--- src/rtl/mult_arbiter.sv ---
// Round-robin arbiter that shares one single-precision multiplier between two requesters.
// A watchdog aborts the operation when the multiplier's done pulse never arrives.
module mult_arbiter #(
    parameter int TIMEOUT = 200,
    parameter int CW      = 8
) (
    input  logic        clk,
    input  logic        reset,
    input  logic        req0,
    input  logic        req1,
    input  logic [31:0] a0,
    input  logic [31:0] b0,
    input  logic [31:0] a1,
    input  logic [31:0] b1,
    output logic        gnt0,
    output logic        gnt1,
    output logic        done0,
    output logic        done1,
    output logic [31:0] result,
    output logic        err,
    output logic        busy,
    output logic        mult_start,
    output logic [31:0] mult_a,
    output logic [31:0] mult_b,
    input  logic [31:0] mult_product,
    input  logic        mult_done,
    output logic [15:0] op_count
);

    typedef enum logic [1:0] {
        ST_IDLE  = 2'd0,
        ST_ISSUE = 2'd1,
        ST_WAIT  = 2'd2,
        ST_RESP  = 2'd3
    } state_t;

    localparam logic [CW-1:0] WD_LAST = CW'(TIMEOUT - 32'sd1);
    localparam logic [CW-1:0] WD_ONE  = {{(CW-1){1'b0}}, 1'b1};

    state_t        state_r;
    logic          owner_r;
    logic          last_grant_r;
    logic [CW-1:0] wd_r;
    logic          grant_any_s;
    logic          grant_sel_s;

    assign grant_any_s = req0 | req1;

    // On a tie the requester that was not served last wins.
    always_comb begin
        grant_sel_s = 1'b0;
        if (req0 && req1) begin
            grant_sel_s = ~last_grant_r;
        end else if (req1) begin
            grant_sel_s = 1'b1;
        end else begin
            grant_sel_s = 1'b0;
        end
    end

    // Arbitration, operand capture, watchdog and response sequencing.
    always_ff @(posedge clk or negedge reset) begin
        if (!reset) begin
            state_r      <= ST_IDLE;
            owner_r      <= 1'b0;
            last_grant_r <= 1'b1;
            wd_r         <= {CW{1'b0}};
            gnt0         <= 1'b0;
            gnt1         <= 1'b0;
            done0        <= 1'b0;
            done1        <= 1'b0;
            mult_start   <= 1'b0;
            busy         <= 1'b0;
            err          <= 1'b0;
            result       <= 32'd0;
            mult_a       <= 32'd0;
            mult_b       <= 32'd0;
            op_count     <= 16'd0;
        end else begin
            gnt0       <= 1'b0;
            gnt1       <= 1'b0;
            done0      <= 1'b0;
            done1      <= 1'b0;
            mult_start <= 1'b0;
            case (state_r)
                ST_IDLE: begin
                    if (grant_any_s) begin
                        mult_a     <= grant_sel_s ? a1 : a0;
                        mult_b     <= grant_sel_s ? b1 : b0;
                        owner_r    <= grant_sel_s;
                        gnt0       <= ~grant_sel_s;
                        gnt1       <= grant_sel_s;
                        mult_start <= 1'b1;
                        busy       <= 1'b1;
                        state_r    <= ST_ISSUE;
                    end else begin
                        state_r <= ST_IDLE;
                    end
                end
                ST_ISSUE: begin
                    wd_r    <= {CW{1'b0}};
                    state_r <= ST_WAIT;
                end
                ST_WAIT: begin
                    // A done arriving on the last watchdog cycle still counts as a normal completion.
                    if (mult_done) begin
                        result   <= mult_product;
                        err      <= 1'b0;
                        op_count <= op_count + 16'd1;
                        done0    <= ~owner_r;
                        done1    <= owner_r;
                        state_r  <= ST_RESP;
                    end else if (wd_r == WD_LAST) begin
                        result  <= 32'd0;
                        err     <= 1'b1;
                        done0   <= ~owner_r;
                        done1   <= owner_r;
                        state_r <= ST_RESP;
                    end else begin
                        wd_r <= wd_r + WD_ONE;
                    end
                end
                ST_RESP: begin
                    last_grant_r <= owner_r;
                    busy         <= 1'b0;
                    state_r      <= ST_IDLE;
                end
                default: begin
                    busy    <= 1'b0;
                    state_r <= ST_IDLE;
                end
            endcase
        end
    end

endmodule

--- config.mk ---
export PLATFORM = sky130hd
export DESIGN_NAME = mult_arbiter
export DESIGN_NICKNAME = d
export VERILOG_FILES = /design/src/rtl/mult_arbiter.sv
export SDC_FILE = /design/constraint.sdc
export NUM_CORES = 1
export LEC_CHECK = 0
export CAP_MARGIN = 20
export CORE_MARGIN = 2
export CORE_UTILIZATION = 40
export CTS_CLUSTER_DIAMETER = 200
export DETAILED_ROUTE_END_ITERATION = 10
export GPL_ROUTABILITY_DRIVEN = 0
export GPL_TIMING_DRIVEN = 1
export PLACE_DENSITY_LB_ADDON = 0.12
export RECOVER_POWER = 50
export SLEW_MARGIN = 25
export SYNTH_ARGS = -nofsm -noshare
export SYNTH_HDL_FRONTEND = slang
export SYNTH_SLANG_ARGS = --single-unit
--- constraint.sdc ---
create_clock -name clk -period 2.3 [get_ports clk]
set_input_delay 0.46 -clock clk [delete_from_list [all_inputs] [get_ports clk]]
set_output_delay 0.46 -clock clk [all_outputs]
set_load 0.005 [all_outputs]
# [Word level (Yosys, flattened, before mapping)]
# Cells that the tools add are included.
[word_totals] word_cells=68 input_bits=165 register_bits=131
[op_classes] addsub=2 n_reduce_logical=10 eq_ne=8 mux=29 bitwise=4
[ops] op="$mux 32" count=4
[ops] op="$mux 1" count=18
[ops] op="$add 16x1->16 const B" count=1
[ops] op="$mux 8" count=2
[ops] op="$pmux 8 s2" count=1
[ops] op="$add 8x1->8 const B" count=1
[ops] op="$eq 8x8->1 const B" count=1
[ops] op="$pmux 2 s4" count=1
[ops] op="$reduce_and 2->1" count=4
[ops] op="$ne 2x2->1 const B" count=3
[ops] op="$reduce_bool 2->1" count=3
[ops] op="$eq 2x2->1 const B" count=2
[ops] op="$mux 2" count=2
[ops] op="$ne 3x3->1 const B" count=1
[ops] op="$not 1->1" count=3
[ops] op="$reduce_and 3->1" count=1
[ops] op="$eq 2x1->1 const B" count=1
[ops] op="$logic_not 2->1" count=1
[ops] op="$pmux 1 s2" count=1
[ops] op="$logic_and 1x1->1" count=1
[ops] op="$or 1x1->1" count=1

# [Depth between registers and ports, before layout]
[depth] word_depth=5 depth_mapped=9

# [Worst setup path after synthesis]
# OpenSTA, ideal clock, no wires.
[synth_path] path_kind="reg-to-reg" start="register state_r[0]" end="register mult_b[0]" stages_incl_launch_ff=10 n_path_buf=3 required_time_ps=2233 setup_time_ps=67 t_arrival_ps=1511 path_slack_ps=723 path_cell_list="dfrtp_1 -> inv_1 -> ha_1 -> buf_2 -> o21ai_1 -> buf_2 -> nor2_1 -> buf_2 -> a32oi_1 -> nand2_1"
[synth_between] elab_chain_len=2
[synth_lines] element="from (decl)" line="40" source="state_t state_r;"
[synth_lines] element="from (signal assigned)" line="64" source="state_r <= ST_IDLE;"
[synth_lines] element="from (signal assigned)" line="95" source="state_r <= ST_ISSUE;"
[synth_lines] element="from (signal assigned)" line="97" source="state_r <= ST_IDLE;"
[synth_lines] element="$logic_not 2->1" line="85" source="case (state_r)"
[synth_lines] element="$reduce_and 2->1 (no source line)"
[synth_lines] element="to (signal assigned)" line="89" source="mult_b <= grant_sel_s ? b1 : b0;"
[synth_lines] element="to (decl)" line="24" source="output logic [31:0] mult_b,"
# Every way passes these cells.
# A chain may end at the register's enable or synchronous reset.

# [Worst setup path after layout]
[layout_path] start="input port req1" end="register mult_b[14]"
[layout_between] elab_chain_len=3 word_cells_on_any_way=6 cone_classes="3 x mux; 1 x bitwise; 2 x reduce/logical"
[layout_lines] element="from (decl)" line="10" source="input logic req1,"
[layout_lines] element="$mux 1 or $logic_and 1x1->1 (tied branches)" line="54, 52"
[layout_lines] element="$mux 1" line="52" source="if (req0 && req1) begin"
[layout_lines] element="$mux 32" line="89"
# Parallel ways exist; a longest one is shown, timed or not.

==> results.sh <==
export IMPL_cts_buffer_depth=2
export IMPL_drt_initial_drc_count=239
export IMPL_reg2reg_depth=5
export IMPL_grt_first_pass_wirelength_um=26600
export IMPL_slew_violations=58
export IMPL_drc=0
export IMPL_grt_start_max_net_pins=60
export IMPL_path_buf_inv=2
export IMPL_crit_chain="dlygate4sd3_1, a21boi_4, nor2_2, clkbuf_2, a32oi_1, nand2_1"
export IMPL_cts_setup_buffers=0
export IMPL_relSlewSlack_pct=-0.775
export IMPL_dpl_hpwl_um=13000
export IMPL_startpoint_type="input port"
export IMPL_seq_area_frac_synth_pct=58.2
export IMPL_cts_resized=0
export IMPL_fmax_mhz=488
export IMPL_drtAntennaViolNets=0
export IMPL_p_leak_nw=4.08
export IMPL_hold_slack_ns=0.402
export IMPL_drive_above_1_share_pct=7.13
export IMPL_drt_total_wl_um=17500
export IMPL_power_mw=11.1
export IMPL_finalCriticalPeriod_ns=2.05
export IMPL_synth_top_area_cell="dfrtp_1"
export IMPL_fin_skew_ns=0.00538
export IMPL_htreeDepth=4
export IMPL_initial_utilization_pct=40.7
export IMPL_syn_to_final_growth_pct=64.2
export IMPL_dieHeight_um=123
export IMPL_ios=284
export IMPL_netlist_area_um2=5630
export IMPL_netlist_area_leader_share_pct=57.8
export IMPL_hold_class="in2async"
export IMPL_final_nets=943
export IMPL_syn_area_per_cell_um2=11.4
export IMPL_final_hold_viol_count=0
export IMPL_cts_buffers=17
export IMPL_tightest_slew_ns=1.51
export IMPL_port_buffers=283
export IMPL_syn_inst=494
export IMPL_dieArea_um2=15000
export IMPL_p_per_area_nw_per_um2=1200
export IMPL_cp_max_fo=32
export IMPL_synth_most_common_cell="dfrtp_1"
export IMPL_drt_pass1_iterations=4
export IMPL_grt_util_all_layers_pct=23.3
export IMPL_vias_per_cell=5.05
export IMPL_netlist_top_cells_count="dfrtp_1, nand2_1, mux2i_1"
export IMPL_grt_pass1_vias=5040
export IMPL_rsz0062_at_grt="no"
export IMPL_cts_root_buffer="clkbuf_16"
export IMPL_synth_edf_count=0
export IMPL_setup_viol=0
export IMPL_fillerInstances=1057
export IMPL_cts_tree="yes"
export IMPL_clkTransAtPathRegs_ns=0.06
export IMPL_final_cell_area_um2=9250
export IMPL_ys_top_cells_by_area="dfrtp_1, nand2_1, mux2i_1, a32oi_1, a22o_1"
export IMPL_crit_type="in2reg"
export IMPL_insertion_delay_ns=0.41
export IMPL_outcome="finished with violations"
export IMPL_fin_util_pct=66.9
export IMPL_reg2reg_from="state_r[0]$_DFFE_PN0P_"
export IMPL_placedCellCount=933
export IMPL_fin_cells=966
export IMPL_dp_slack_ns=0.208
export IMPL_post_dp_cell_area_um2=8670
export IMPL_synthArstFlopShare_pct=100
export IMPL_yosysWarnings=0
export IMPL_fin_ws_ns=0.249
export IMPL_overflow=0
export IMPL_cts_sinks=131
export IMPL_fin_setup_tns_ns=0
export IMPL_crit_cells=6
export IMPL_synth_seq_cells=131
export IMPL_wl_per_cell_um=18.1
export IMPL_die_x_um=123
export IMPL_ys_types=43
export IMPL_cp_required_ns=2.59
export IMPL_grt_antenna_before_repair=1
export IMPL_num_vias=4882
export IMPL_slowest_delay_ns=0.62
export IMPL_crit_start="req1"
export IMPL_cts_hold_buf=0
export IMPL_synth_ff_type="dfrtp_1"
export IMPL_rows=43
export IMPL_violations="capacitance limit, slew limit"
export IMPL_core_area_um2=13800
export IMPL_maxCapViolCount=1
export IMPL_synth_fp_nets=665
export IMPL_critPathTopFamily="buffers and inverters"
export IMPL_fin_crit_sh_pct=89.2
export IMPL_worstPathArrival_ns=2.34
export IMPL_critPathSlowestCell="dlygate4sd3_1"
export IMPL_vdd_drop_max_mv=0.753
export IMPL_crit_path_end_kind="flop"
-- state kept, by name (all words and copies together) (netlist names) --
signal / count
mult_a: 32
mult_b: 32
result: 32
op_count: 16
wd_r: 8
state_r: 2
busy: 1
done0: 1
done1: 1
err: 1
gnt0: 1
gnt1: 1
last_grant_r: 1
mult_start: 1
owner_r: 1
-- where the power goes --
group          internal [mW]  leakage, nW  total [mW]  switching (mW)
Sequential              3.27         1.65        3.85           0.584
Clock                   1.78        0.296        2.76           0.975
Combinational           2.58         2.14        4.48            1.89
-- placed cells by master (no fill, tap or decap), types with 5 or more instances in the layout --
cell type and count:
a22o_1 28, a32oi_1 31, buf_12 6, clkbuf_16 17, clkdlybuf4s50_1 281, clkinv_2 5, dfrtp_1 130, ha_1 6
inv_1 8, mux2i_1 34, nand2_1 106, nand3_1 11, nand4_1 5, nor2_1 8, o21ai_0 34, o21ai_1 5
xnor2_1 12, xor2_1 6
-- cell type report --
class	instances	area [µm²]	share of cell area [%]
clock buffers	22	474	5.13
well taps	180	225	2.44
repair buffers	293	2970	32.1
inverters	8	30.0	0.325
diodes	1	2.50	0.0271
flip-flops and latches	131	3280	35.5
multi-input cells	321	2140	23.1
clock inverters	10	130	1.41
-- worst paths after layout --
check                                               end  slack (ns)
worst min register to register   mult_b[14]$_DFFE_PN0P_        0.46
max in group asynchronous         mult_a[0]$_DFFE_PN0P_        0.74
worst max-delay path             mult_b[14]$_DFFE_PN0P_        0.25
min in group clk                 mult_b[14]$_DFFE_PN0P_        0.46
worst min-delay path             mult_a[11]$_DFFE_PN0P_        0.40
worst max register to register  op_count[1]$_DFFE_PN0P_        0.37
-- layer usage --
| layer | vias up | global-route usage (%) | share of wire, % |
|---|---|---|---|
| li1 | 2321 | - | - |
| met3 | 47 | 6.04 | 7.1 |
| met5 | - | 0 | 0 |
| met1 | 2316 | 27.0 | 39 |
| met2 | 198 | 39.4 | 50 |
| met4 | 0 | 12.4 | 4.1 |
-- cell families (layout without fill, tap and decap cells) --
family,Yosys count,after routing,share of synthesized area (%)
AO/OA/AOI/OAI,113,113,15.2
XOR/XNOR,18,18,2.80
adder cells (fa/ha/maj),6,6,1.33
buffers and inverters,42,333,4.22
flip-flops,131,131,58.2
multiplexers,36,36,6.44
other,0,1,0
AND/OR/NAND/NOR,148,148,11.8
No activity file was read; power rests on OpenSTA's default activity.
